===== src/rtl/reaction_pkg.sv =====
// Shared types and constants for the reaction-time tester controller.
package reaction_pkg;

  typedef enum logic [2:0] {
    IDLE,
    WAIT,
    ARMED,
    RESULT,
    FALSE_START
  } state_t;

  localparam logic [15:0] BCD_MAX   = 16'h9999;

  // Feedback taps 16,14,13,11 expressed as bit positions 15,13,12,10.
  localparam logic [15:0] LFSR_TAPS = 16'hB400;

  // One Fibonacci step: shift left, feed back the XOR of the tapped bits.
  function automatic logic [15:0] lfsr_next(input logic [15:0] q);
    return {q[14:0], ^(q & LFSR_TAPS)};
  endfunction

endpackage


===== src/rtl/bcd_counter4.sv =====
// Four-digit BCD up-counter that sticks at 9999; clear beats increment.
module bcd_counter4
  import reaction_pkg::*;
(
  input  logic        clk,
  input  logic        reset,
  input  logic        clr,
  input  logic        inc,
  output logic [15:0] q
);

  // Decimal increment with ripple carry across digits; 9999 maps to itself.
  function automatic logic [15:0] bcd_inc_sat(input logic [15:0] v);
    logic [15:0] r;
    logic        carry;
    r     = v;
    carry = 1'b1;
    if (v != BCD_MAX) begin
      for (int i = 0; i < 4; i++) begin
        if (carry) begin
          if (v[i*4 +: 4] == 4'd9) begin
            r[i*4 +: 4] = 4'd0;
          end else begin
            r[i*4 +: 4] = v[i*4 +: 4] + 4'd1;
            carry       = 1'b0;
          end
        end
      end
    end
    return r;
  endfunction

  // Count register: reset and clr zero it, inc steps it by one decimal count.
  always_ff @(posedge clk) begin
    if (!reset) begin
      q <= 16'h0000;
    end else if (clr) begin
      q <= 16'h0000;
    end else if (inc) begin
      q <= bcd_inc_sat(q);
    end
  end

endmodule


===== src/rtl/reaction_ctrl.sv =====
// Reaction-time game controller: random wait, stimulus LED, BCD ms count,
// false-start detection. Drives the millisecond timer's reset/enable.
module reaction_ctrl
  import reaction_pkg::*;
#(
  parameter int          DELAY_MIN_TICKS  = 1000,
  parameter int          DELAY_RANGE_BITS = 11,
  parameter logic [15:0] LFSR_SEED        = 16'hACE1
) (
  input  logic        clk,
  input  logic        reset,
  input  logic        button,
  input  logic        ms_tick,
  output logic        timer_reset,
  output logic        timer_enable,
  output logic        led_on,
  output logic [15:0] bcd,
  output logic        result_valid,
  output logic        false_start
);

  localparam logic [15:0] DELAY_MIN = 16'(DELAY_MIN_TICKS);

  state_t      state;
  logic [15:0] lfsr;
  logic [15:0] delay_cnt;
  logic [15:0] delay_load;
  logic        btn_p0;
  logic        btn_p1;
  logic        btn_p2;
  logic        ms_tick_d;
  logic        press;
  logic        tick_rise;
  logic        bcd_clr;
  logic        bcd_inc;

  // Button: two synchronizer flops, third flop is the edge-detect history.
  // ms_tick is already in the clk domain; its registered copy finds the rise.
  // The LFSR free-runs every cycle so the round delay depends on press timing.
  always_ff @(posedge clk) begin
    if (!reset) begin
      btn_p0    <= 1'b0;
      btn_p1    <= 1'b0;
      btn_p2    <= 1'b0;
      ms_tick_d <= 1'b0;
      lfsr      <= LFSR_SEED;
    end else begin
      btn_p0    <= button;
      btn_p1    <= btn_p0;
      btn_p2    <= btn_p1;
      ms_tick_d <= ms_tick;
      lfsr      <= lfsr_next(lfsr);
    end
  end

  assign press      = btn_p1 & ~btn_p2;
  assign tick_rise  = ms_tick & ~ms_tick_d;
  assign delay_load = DELAY_MIN + 16'(lfsr[DELAY_RANGE_BITS-1:0]);

  // Any press outside ARMED begins a new round or a false start: both show 0.
  assign bcd_clr = press && (state != ARMED);
  // In ARMED a tick coinciding with the stopping press is still counted.
  assign bcd_inc = (state == ARMED) && tick_rise;

  bcd_counter4 u_bcd (
    .clk   (clk),
    .reset (reset),
    .clr   (bcd_clr),
    .inc   (bcd_inc),
    .q     (bcd)
  );

  // Round FSM; outputs are registered on state entry so nothing combinational
  // from button or ms_tick reaches a pin.
  always_ff @(posedge clk) begin
    if (!reset) begin
      state        <= IDLE;
      delay_cnt    <= 16'd0;
      led_on       <= 1'b0;
      timer_enable <= 1'b0;
      timer_reset  <= 1'b0;
      result_valid <= 1'b0;
      false_start  <= 1'b0;
    end else begin
      case (state)
        IDLE, RESULT, FALSE_START: begin
          if (press) begin
            state        <= WAIT;
            delay_cnt    <= delay_load;
            led_on       <= 1'b0;
            timer_enable <= 1'b1;
            timer_reset  <= 1'b1;
            result_valid <= 1'b0;
            false_start  <= 1'b0;
          end
        end
        WAIT: begin
          if (press) begin
            state        <= FALSE_START;
            timer_enable <= 1'b0;
            timer_reset  <= 1'b0;
            false_start  <= 1'b1;
          end else if (tick_rise) begin
            if (delay_cnt == 16'd1) begin
              state       <= ARMED;
              led_on      <= 1'b1;
              // Hold the timer in reset for one cycle so ms ticks start
              // aligned with the LED.
              timer_reset <= 1'b0;
            end else begin
              delay_cnt <= delay_cnt - 16'd1;
            end
          end
        end
        ARMED: begin
          if (press) begin
            state        <= RESULT;
            led_on       <= 1'b0;
            timer_enable <= 1'b0;
            timer_reset  <= 1'b0;
            result_valid <= 1'b1;
          end else begin
            timer_reset <= 1'b1;
          end
        end
        default: begin
          state <= IDLE;
        end
      endcase
    end
  end

endmodule


===== config.mk =====
export PLATFORM = sky130hd
export DESIGN_NAME = reaction_ctrl
export DESIGN_NICKNAME = d
export VERILOG_FILES = /design/src/rtl/reaction_pkg.sv /design/src/rtl/bcd_counter4.sv /design/src/rtl/reaction_ctrl.sv
export SDC_FILE = /design/constraint.sdc
export NUM_CORES = 1
export LEC_CHECK = 0
export ABC_CLOCK_PERIOD_IN_PS = 6100
export BUFFER_PORTS_ARGS = -buffer_cell sky130_fd_sc_hd__buf_2
export CORE_MARGIN = 3
export CORE_UTILIZATION = 35
export CTS_CLUSTER_DIAMETER = 150
export CTS_CLUSTER_SIZE = 25
export DETAILED_ROUTE_END_ITERATION = 7
export MAX_ROUTING_LAYER = met4
export PLACE_DENSITY_LB_ADDON = 0.3
export SYNTH_ARGS = -nofsm -noshare
export SYNTH_HDL_FRONTEND = slang
export SYNTH_SLANG_ARGS = --single-unit
export TNS_END_PERCENT = 30

===== constraint.sdc =====
create_clock -name clk -period 6.1 [get_ports clk]
set_clock_uncertainty 0.1 [all_clocks]
set_input_delay 0.61 -clock clk [delete_from_list [all_inputs] [get_ports clk]]
set_output_delay 0.61 -clock clk [all_outputs]
set_load 0.1 [all_outputs]

Word level (Yosys, flattened, before mapping)
Index checks and enable logic that the tools add are counted.

Register bits: 60. Latch bits: 0. Memory bits (writable): 0. ROM bits: 0. Output and inout port bits: 21. Word-level logic and storage cells: 119. Memories: 0.

$add $sub $neg: 6. Multipliers: 0. Divide/modulo/power cells: 0. Magnitude comparators: 0. Eq/ne operators: 22. Shift operators: 0. Multiplexer cells: 46. Bitwise gates (word level): 5. Reductions and logical operators: 24.

Operators by type and width (number): 16-bit two-way mux (4); 16-bit one-hot mux with 2 select lines (1); 1-bit two-way mux (26); 3-bit AND reduction (6); 4-bit by 1-bit adder with 4-bit output, second input constant (4); 16-bit by 1-bit == test with 1-bit output, second input constant (1); 4-bit == test, second input constant (4); 4-bit two-way mux (4); 16-bit != test, second input constant (1); 16-bit parity (1); 16-bit by 1-bit subtractor with 16-bit output, second input constant (1); 3-bit two-way mux (5); 2-bit != test, second input constant (7); 10-bit by 11-bit adder with 12-bit output, first input constant (1); 5-bit AND reduction (2); 3-bit one-hot mux with 3 select lines (1); 1-bit one-hot mux with 2 select lines (4); 4-bit AND reduction (2); 2-bit nonzero test (4); 3-bit by 2-bit == test with 1-bit output, second input constant (2); 3-bit != test, second input constant (2); 2-bit by 1-bit != test with 1-bit output, second input constant (2); 2-bit OR reduction (2); 4-bit OR reduction (1); other kinds (11) (15).

Depth between registers and ports, before layout
Gate-level depths: netlist of run 1.

Word-level depth: 17. Gate-level depth with buffers: 8.

Hierarchy
From an unflattened synthesis of run 1, not the netlist that was laid out.

Cell total of the unflattened synthesis: 341. Area total of the unflattened synthesis: 2924.1 sq um.

By module, submodules not included: reaction_ctrl (instances 1, cells an instance 244, area an instance 2085.8 sq um); bcd_counter4 (instances 1, cells an instance 97, area an instance 838.3 sq um).

Worst setup path before layout of run 1
Ideal clock, no wire load.

Path type: reg-to-reg. From: register u_bcd.q[3]. To: register u_bcd.q[9]. Library setup time: 0.071 ns. Arrival time: 2.525 ns. Required time: 5.929 ns. Path slack: 3.405 ns. Cell stages (with the launch flop): 6. Path buffers: 0. Clock period less this slack: 2.695 ns. Path through: dfxtp_1 or3b_2 nor4_4 nand2_2 or3_1 a21oi_1.

Longest elaborated chain between the ends: 12. Elaborated cells between the ends (all ways): 13. Those cells by class: 2 x eq/ne; 10 x mux; 1 x reduce/logical.

RTL lines: start: declaration (line bcd_counter4.sv:9) `output logic [15:0] q`; start signal: assignment (line bcd_counter4.sv:40) `q <= bcd_inc_sat(q);`; 4-bit == test (line bcd_counter4.sv:21) `if (v[i*4 +: 4] == 4'd9) begin`; 1-bit two-way mux (line bcd_counter4.sv:21); 1-bit two-way mux (line bcd_counter4.sv:18) `if (v != BCD_MAX) begin`; 1-bit two-way mux (line bcd_counter4.sv:39) `end else if (inc) begin`; 1-bit two-way mux (line bcd_counter4.sv:37) `end else if (clr) begin`; 1-bit two-way mux (line bcd_counter4.sv:35) `if (!reset) begin`; 1-bit two-way mux (line bcd_counter4.sv:20) `if (carry) begin`; 1-bit two-way mux (line bcd_counter4.sv:18); 1-bit two-way mux (line bcd_counter4.sv:39); 1-bit two-way mux (line bcd_counter4.sv:37); 1-bit two-way mux (line bcd_counter4.sv:35); 3-bit AND reduction (no line) *.

Mark *: on every way between the ends. The rest lies on a longest branch, timed or not. The select of a mux whose other input is x is not followed. A chain may end at the register's enable or synchronous reset.

Worst setup path in the final report of run 1
From: register state[0]. To: register delay_cnt[0].

Longest elaborated chain between the ends: 4. Elaborated cells between the ends (all ways): 12. Those cells by class: 7 x eq/ne; 1 x mux; 4 x reduce/logical.

RTL lines: start: declaration (line reaction_ctrl.sv:24) `state_t state;`; start signal: assignment (line reaction_ctrl.sv:77) `state <= IDLE;`; start signal: assignment (line reaction_ctrl.sv:88) `state <= WAIT;`; start signal: assignment (line reaction_ctrl.sv:99) `state <= FALSE_START;`; 3-bit by 2-bit == test with 1-bit output, or another cell as far along (line reaction_ctrl.sv:85) `case (state)`; 3-bit OR reduction (line reaction_ctrl.sv:85); 2-bit != test (no line) / 2-bit nonzero test (equally long branches); 5-bit AND reduction (no line); end signal: assignment (line reaction_ctrl.sv:89) `delay_cnt <= delay_load;`; end signal: assignment (line reaction_ctrl.sv:111) `delay_cnt <= delay_cnt - 16'd1;`; end: declaration (line reaction_ctrl.sv:26) `logic [15:0] delay_cnt;`.

Several ways; a longest one is shown, not always the timed one.

==> flow_summary.json, run 1 <==
{
  "postSynthCellCount": 339,
  "postCtsSetupBuffers": 0,
  "fmax_mhz": 377,
  "r2r_start": "state[0]",
  "required_ns": 6.25,
  "post-route-util": 0.419,
  "async_reset_ff_frac": 0,
  "start_util": 0.364,
  "crit_fanout": 25,
  "power_density_nw_per_um2": 280,
  "gp_congestion": 0.807,
  "diodes": 0,
  "outcome": "completed",
  "clkLatencyLatePin_ns": 0.34,
  "first_global_vias": 2281,
  "grt_max_degree": 26,
  "end_kind": "flop",
  "p_leak_nw": 1.23,
  "firstDrtPassIters": 4,
  "clkTransAtPathRegs_ns": 0.07,
  "worstPathArrival_ns": 2.80,
  "cts_root_buffer": "clkbuf_8",
  "numCtsBuffers": 9,
  "holdWs_ns": 0.317,
  "drt-total-wl_um": 5830,
  "post-synth-top-count-cell": "dfxtp_1",
  "dieArea_sq_um": 9290,
  "synthAdderAreaFrac": 0.0131,
  "dp.cells": 452,
  "finalCritPeriodShare": 0.435,
  "clock-sinks": 60,
  "slew_violations": 0,
  "muxShareOfSynthArea": 0.00700,
  "num_rows": 32,
  "die_w_um": 96.4,
  "vias": 2435,
  "synth.area.top_cells": "dfxtp_1 (42%), a21oi_1 (5.8%), o21ai_0 (3.8%)",
  "synth_top_area_share": 0.420,
  "cts_tree": "yes",
  "crit_path_start": "state[0]",
  "nets": 368,
  "setup_ws_ns": 3.45,
  "synth_top_family_by_area": "simple AND/OR/NAND/NOR gates",
  "final-instance-count-excl-fill": 468,
  "wl_per_cell_um": 12.5,
  "min_from": "lfsr[14]",
  "cts_hold_repair.buffers": 0,
  "synth_enable_flop_cells": 0,
  "min_period_ns": 2.65,
  "io_buffers": 24,
  "syn-num-nets": 346,
  "max-slew-margin-rel": 0.425,
  "overflow": 0,
  "antenna_left": 0,
  "pre_cts_slack_ns": 3.47,
  "hold_viol": 0,
  "syn_area_per_cell_sq_um": 8.44,
  "drc": 0,
  "h-tree-depth": 3,
  "vdd_ir_drop_max_mv": 0.176,
  "hold_path.class": "flop to flop",
  "worstSetupPathType": "flop to flop",
  "synth_compound_area_frac": 0.171,
  "io_pins": 25,
  "rsz0062_at_grt": "false",
  "synth-xor-area-share": 0.0521,
  "yosysTopAreaCell": "dfxtp_1",
  "coreArea_sq_um": 7850,
  "ys_seq_area_frac": 0.420,
  "worst_slew_pin_slew_ns": 0.860,
  "place_hpwl_um": 4040,
  "synth-simple-area-share": 0.303,
  "startpoint_type": "flop",
  "ctsResizeCount": 0,
  "synth_common_cells": "dfxtp_1 (60), a21oi_1 (33), nor2_1 (28), nand2_1 (25), o21ai_0 (22)",
  "fin_tns_setup_ns": 0,
  "synth.distinct_cells": 53,
  "grt_pass1_wl_um": 10100,
  "synthToLayoutAreaGrowth_pct": 14.9,
  "antenna_found_initial": 0,
  "syn_area_sq_um": 2860,
  "die_h_um": 96.4,
  "synth_ff_type": "dfxtp_1",
  "layout-drive-gt1-share": 0.131,
  "finalSetupViolCount": 0,
  "maxCapViolCount": 0,
  "viasPerCell": 5.20,
  "grt_use_total": 0.143,
  "ys_warn_count": 0,
  "ys_seq_elements": 60,
  "cts_buffer_depth": 2,
  "drt_iter0_markers": 129
}
## metrics by stage
stage	power, mW	instance area, sq um
detailed placement	0.517	3050
floorplan	0.497	2860
global route	0.963	3290
global placement	0.517	3050
finish	0.919	3290
CTS	0.934	3290
## worst max-delay path: stages (launching register included)
cell,delay (ns)
dfxtp_1,0.55
or3b_1,0.74
nor3_4,0.37
a21boi_1,0.11
buf_4,0.21
or3_1,0.32
a31oi_1,0.15
## cell families (layout without fill, tap and decap cells)
kind of cell / Yosys count / after routing
simple gates: 152 / 152
compound gates: 82 / 82
flops: 60 / 60
buf+inv: 23 / 50
xor+xnor: 17 / 17
fa+ha+maj: 3 / 3
mux: 2 / 2
## where the power goes
part / total, mW / internal, mW / leakage, nW / switching [mW]
Clock: 0.411 / 0.253 / 0.112 / 0.158
Sequential: 0.421 / 0.407 / 0.490 / 0.0133
Combinational: 0.0877 / 0.0318 / 0.624 / 0.0559
## path summary, 6_finish.rpt
| path | endpoint | depth (start not counted) | slack (ns) |
|---|---|---|---|
| setup / recovery | delay_cnt[0] | 6 | 3.45 |
| setup reg to reg | delay_cnt[0] | 6 | 3.45 |
| hold / removal | lfsr[15] | 1 | 0.32 |
| hold reg to reg | lfsr[15] | 1 | 0.32 |
## area by class of cell
type / instances / area [sq um]
timing repair buffer: 25 / 128
fill: 814 / 4560
tap: 102 / 128
inverter: 9 / 33.8
sequential: 60 / 1200
clock inverter: 5 / 83.8
clock buffer: 11 / 151
multi-input combinational: 256 / 1560
## cells in the final DEF, fill, tap and decap left out, types with 2 or more instances in the layout
cell	instances
a211o_1	4
a211oi_1	3
a21oi_1	33
a311oi_1	2
a31o_2	2
a31oi_1	3
and2_1	13
and3_1	3
and3b_1	2
buf_2	24
bufinv_16	2
clkbuf_8	11
clkinvlp_4	2
dfxtp_1	60
ha_1	3
inv_1	8
mux2i_1	2
nand2_1	25
nand2b_1	11
nand3_1	13
nand3b_1	3
nand4_1	3
nor2_1	28
nor2b_1	9
nor3_1	11
nor3b_1	4
nor4_1	3
nor4b_1	2
o21ai_0	22
o31ai_1	4
o32ai_1	2
or3_1	5
or3b_1	2
or3b_2	2
or4_1	4
xnor2_1	7
xor2_1	10
## per-layer routing
| layer | GRT usage | wire (um) |
|---|---|---|
| met5 | - | 0 |
| met2 | 0.220 | 2560 |
| met4 | 0.0748 | 125 |
| met3 | 0.0465 | 290 |
| met1 | 0.166 | 2860 |
## registers in the layout (all words and copies together), names as in the netlist
signal / flops
u_bcd.q: 16
timer_enable: 1
delay_cnt: 16
btn_p0: 1
lfsr: 16
led_on: 1
result_valid: 1
btn_p2: 1
state: 3
ms_tick_d: 1
timer_reset: 1
btn_p1: 1
false_start: 1
(Power assumes the default switching activity.)
==> run 2: changes to the inputs <==
--- a/config.mk
+++ b/config.mk
@@ -5,7 +5,7 @@
 export SDC_FILE = /design/constraint.sdc
 export NUM_CORES = 1
 export LEC_CHECK = 0
-export ABC_CLOCK_PERIOD_IN_PS = 6100
+export ABC_CLOCK_PERIOD_IN_PS = 2500
 export BUFFER_PORTS_ARGS = -buffer_cell sky130_fd_sc_hd__buf_2
 export CORE_MARGIN = 3
 export CORE_UTILIZATION = 35
==> constraint.sdc (replaced) <==
create_clock -name clk -period 2.5 [get_ports clk]
set_clock_uncertainty 0.1 [all_clocks]
set_input_delay 0.25 -clock clk [delete_from_list [all_inputs] [get_ports clk]]
set_output_delay 0.25 -clock clk [all_outputs]
set_load 0.1 [all_outputs]
==> run 2 against run 1 <==
First-iteration DRC count decreased by 29%. Critical path depth unchanged. Count of clock-buffer cells in the layout decreased by 2. Register-to-register slack got worse by 3.1 ns. Die area unchanged. Cell count increased by 2.8%.
==> flow_summary.json, run 2 (synthesized netlist as in run 1, its figures left out) <==
{
  "cts_tree": "yes",
  "antenna_left": 0,
  "final_cell_mix": "dfxtp_1 (56), a21oi_1 (33), nor2_1 (28)",
  "cts_hold_repair.buffers": 0,
  "power.share.switching": 0.266,
  "diodes": 0,
  "fillerInstances": 832,
  "wl_per_cell_um": 12.5,
  "pwr-share-clk": 0.399,
  "slew_violations": 0,
  "multiInputGateArea_sq_um": 1560,
  "nets": 381,
  "h-tree-depth": 3,
  "finalSetupViolCount": 0,
  "ctsResizeCount": 0,
  "startpoint_type": "flop",
  "drt_iter0_markers": 91,
  "min_from": "button",
  "cts_buffer_depth": 2,
  "mostFrequentLayoutCell": "dfxtp_1",
  "io_pins": 25,
  "antenna_found_initial": 0,
  "rsz0062_at_grt": "false",
  "r2r_start": "state[0]",
  "p_int_mw": 1.54,
  "viasPerCell": 5.10,
  "dp.cells": 465,
  "coreArea_sq_um": 7850,
  "die_h_um": 96.4,
  "firstDrtPassIters": 4,
  "fin_tns_setup_ns": 0,
  "vias": 2451,
  "io_buffers": 24,
  "min_period_ns": 2.16,
  "grt_pass1_wl_um": 10800,
  "final-instance-count-excl-fill": 481,
  "start_util": 0.364,
  "clkTransAtPathRegs_ns": 0.07,
  "layout-drive-gt1-share": 0.172,
  "finalCritPeriodShare": 0.864,
  "first_global_vias": 2372,
  "worstPathArrival_ns": 2.31,
  "max-slew-margin-rel": 0.623,
  "numCtsBuffers": 9,
  "fin_area_sq_um": 3350,
  "required_ns": 2.65,
  "switchingPower_uw": 558,
  "maxCapViolCount": 0,
  "reg_top3": "delay_cnt x16, lfsr x16, u_bcd.q x16",
  "dieArea_sq_um": 9290,
  "r2r_setup_slack_ns": 0.34,
  "worstSetupPathType": "flop to flop",
  "drt-total-wl_um": 6020,
  "hold_path.class": "input port to flop",
  "seq_area_sq_um": 1210,
  "worst_slew_pin_slew_ns": 0.563,
  "grt_max_degree": 25,
  "crit_path_start": "state[0]",
  "power_frac_seq": 0.488,
  "synthToLayoutAreaGrowth_pct": 17.0,
  "cts_root_buffer": "clkbuf_8",
  "end_kind": "flop",
  "p_comb_frac": 0.113,
  "p_leak_nw": 1.27,
  "overflow": 0,
  "gp_congestion": 0.825,
  "clock-sinks": 60,
  "crit_fanout": 22,
  "power_density_nw_per_um2": 628,
  "num_rows": 32,
  "holdWs_ns": 0.0276,
  "fmax_mhz": 463,
  "clkLatencyLatePin_ns": 0.34,
  "vdd_ir_drop_max_mv": 0.373,
  "place_hpwl_um": 4190,
  "drc": 0,
  "grt_use_total": 0.150,
  "dpl_cell_area_sq_um": 3150,
  "hold_viol": 0,
  "postCtsSetupBuffers": 0,
  "outcome": "completed",
  "die_w_um": 96.4
}
==> run 2: through the flow <==
stage                     total power [mW]   util  worst slack [ns]
after global routing                  2.22  0.426             0.151
after floorplan                       1.21      -            0.0311
after CTS                             2.14  0.426             0.350
final                                 2.10  0.426             0.340
after detailed placement              1.28  0.402             0.364
after global placement                1.28  0.402             0.421
==> run 2: area by class of cell <==
type | count | area share
multi-input combinational | 256 | 0.467
sequential | 60 | 0.361
timing repair buffer | 38 | 0.0673
tap | 102 | 0.0381
clock buffer | 9 | 0.0370
clock inverter | 7 | 0.0202
inverter | 9 | 0.0101
==> run 2: metal layers <==
metal,vias to the layer above,GRT usage,share of wire
met2,48,0.225,0.43
met1,1120,0.192,0.51
met4,0,0.0572,0.014
met5,-,-,0
met3,7,0.0426,0.048
li1,1276,-,-
==> run 2: power by group through the flow <==
stage	registers [mW]	logic [mW]	clock network, mW
after global routing	1.03	0.267	0.921
after detailed placement	1.05	0.236	0
after CTS	1.02	0.238	0.873
final	1.03	0.236	0.839
after global placement	1.05	0.235	0
after floorplan	1.06	0.156	0
==> run 2: worst max-delay path, cell delays in order (launching register included) <==
cell and delay [ns]:
dfxtp_1 0.48, or3b_1 0.44, nor3_4 0.26, a21boi_1 0.11, buf_4 0.21, or3_1 0.32
a31oi_1 0.16
==> run 2: path summary, 6_finish.rpt <==
check                                     to  depth (start not counted)
worst min-delay path                  btn_p0                          2
worst min register to register      lfsr[15]                          1
worst max register to register  delay_cnt[0]                          6
worst max-delay path            delay_cnt[0]                          6
==> run 3: changes to the inputs <==
--- a/config.mk
+++ b/config.mk
@@ -8,7 +8,7 @@
 export ABC_CLOCK_PERIOD_IN_PS = 2500
 export BUFFER_PORTS_ARGS = -buffer_cell sky130_fd_sc_hd__buf_2
 export CORE_MARGIN = 3
-export CORE_UTILIZATION = 35
+export CORE_UTILIZATION = 32
 export CTS_CLUSTER_DIAMETER = 150
 export CTS_CLUSTER_SIZE = 25
 export DETAILED_ROUTE_END_ITERATION = 7
==> run 3 against run 2 <==
Fmax grew 0.69%. Total power barely moved. Cell count is 0.21% higher. Non-clock buffer count fell by 1. Cell area shrank 0.15%. Critical path type unchanged. First-iteration DRC count up 12%. Global-route usage shrank 1.5 points. Flip-flop and latch count unchanged. Clock power increased by 0.5%.
==> flow_summary.json, run 3 (synthesized netlist as in run 1, its figures left out) <==
{
  "clkTransAtPathRegs_ns": 0.06,
  "h-tree-depth": 3,
  "fin_tns_setup_ns": 0,
  "final_cell_mix": "dfxtp_1 (56), a21oi_1 (33), nor2_1 (28)",
  "worstSetupPathType": "flop to flop",
  "holdWs_ns": 0.0403,
  "gp_congestion": 0.778,
  "outcome": "completed",
  "coreArea_sq_um": 8460,
  "first_global_vias": 2300,
  "vdd_ir_drop_max_mv": 0.256,
  "worst_slew_pin_slew_ns": 0.583,
  "wl_per_cell_um": 12.7,
  "cts_hold_repair.buffers": 0,
  "hold_viol": 0,
  "die_w_um": 101,
  "dieArea_sq_um": 10100,
  "finalCritPeriodShare": 0.858,
  "grt_use_total": 0.135,
  "pre_cts_slack_ns": 0.376,
  "crit_fanout": 5,
  "ctsResizeCount": 0,
  "drt_iter0_markers": 102,
  "fillerInstances": 857,
  "place_hpwl_um": 4280,
  "cts_root_buffer": "clkbuf_8",
  "fmax_mhz": 466,
  "overflow": 0,
  "setup_ws_ns": 0.355,
  "max-slew-margin-rel": 0.606,
  "power_density_nw_per_um2": 629,
  "grt_max_degree": 25,
  "finalSetupViolCount": 0,
  "maxCapViolCount": 0,
  "diodes": 0,
  "p_leak_nw": 1.27,
  "vias": 2474,
  "end_kind": "flop",
  "drc": 0,
  "clock-sinks": 60,
  "dpl_cell_area_sq_um": 3150,
  "io_pins": 25,
  "io_buffers": 24,
  "die_h_um": 101,
  "firstDrtPassIters": 4,
  "start_util": 0.338,
  "r2r_setup_slack_ns": 0.35,
  "nets": 380,
  "layout-drive-gt1-share": 0.167,
  "grt_pass1_wl_um": 10700,
  "drt-total-wl_um": 6110,
  "hold_path.class": "input port to flop",
  "startpoint_type": "flop",
  "numCtsBuffers": 9,
  "viasPerCell": 5.13,
  "antenna_left": 0,
  "reg_top3": "delay_cnt x16, lfsr x16, u_bcd.q x16",
  "antenna_found_initial": 0,
  "worstPathArrival_ns": 2.31,
  "slew_violations": 0,
  "cts_tree": "yes",
  "mostFrequentLayoutCell": "dfxtp_1",
  "rsz0062_at_grt": "false",
  "num_rows": 33,
  "p_total_mw": 2.10,
  "cts_buffer_depth": 2,
  "synthToLayoutAreaGrowth_pct": 16.8,
  "clkLatencyLatePin_ns": 0.33,
  "min_period_ns": 2.15,
  "required_ns": 2.66,
  "postCtsSetupBuffers": 0,
  "fin_area_sq_um": 3340
}
run 3: worst paths after layout:
check	start	endpoint	cells past startpoint
max	delay_cnt[1]	delay_cnt[12]	7
min	button	btn_p0	2
max reg2reg	delay_cnt[1]	delay_cnt[12]	7
min reg2reg	lfsr[14]	lfsr[15]	1
run 3: cell type report:
| cell class | count | area [sq um] | area share |
|---|---|---|---|
| multi-input cells | 256 | 1560 | 0.467 |
| flip-flops and latches | 60 | 1210 | 0.361 |
| well taps | 105 | 131 | 0.0393 |
| inverters | 9 | 33.8 | 0.0101 |
| clock buffers | 10 | 138 | 0.0412 |
| clock inverters | 5 | 52.6 | 0.0157 |
| repair buffers | 37 | 218 | 0.0652 |
run 3: per-layer routing:
layer  up-vias  part of all wire  global-route usage
met3         6             0.043              0.0443
met1      1145              0.50               0.171
met4         0             0.013              0.0497
met2        43              0.44               0.201
met5         -                 0                   -
li1       1280                 -                   -
run 3: metrics by stage:
stage | cells | util
floorplan | 339 | -
CTS | 482 | 0.395
global placement | 467 | 0.372
detailed placement | 467 | 0.372
finish | 482 | 0.395
global route | 482 | 0.395
run 3: critical path: stages, from the launching register on:
cell,delay [ns]
dfxtp_1,0.32
inv_1,0.10
ha_1,0.18
or3b_2,0.51
nor3_1,0.29
nand3_1,0.13
or3_1,0.31
a21oi_1,0.13
run 3: where the power goes:
group / switching [mW] / internal (mW) / total [mW]
combinational: 0.143 / 0.0892 / 0.232
clock: 0.367 / 0.476 / 0.843
sequential: 0.0304 / 0.994 / 1.02
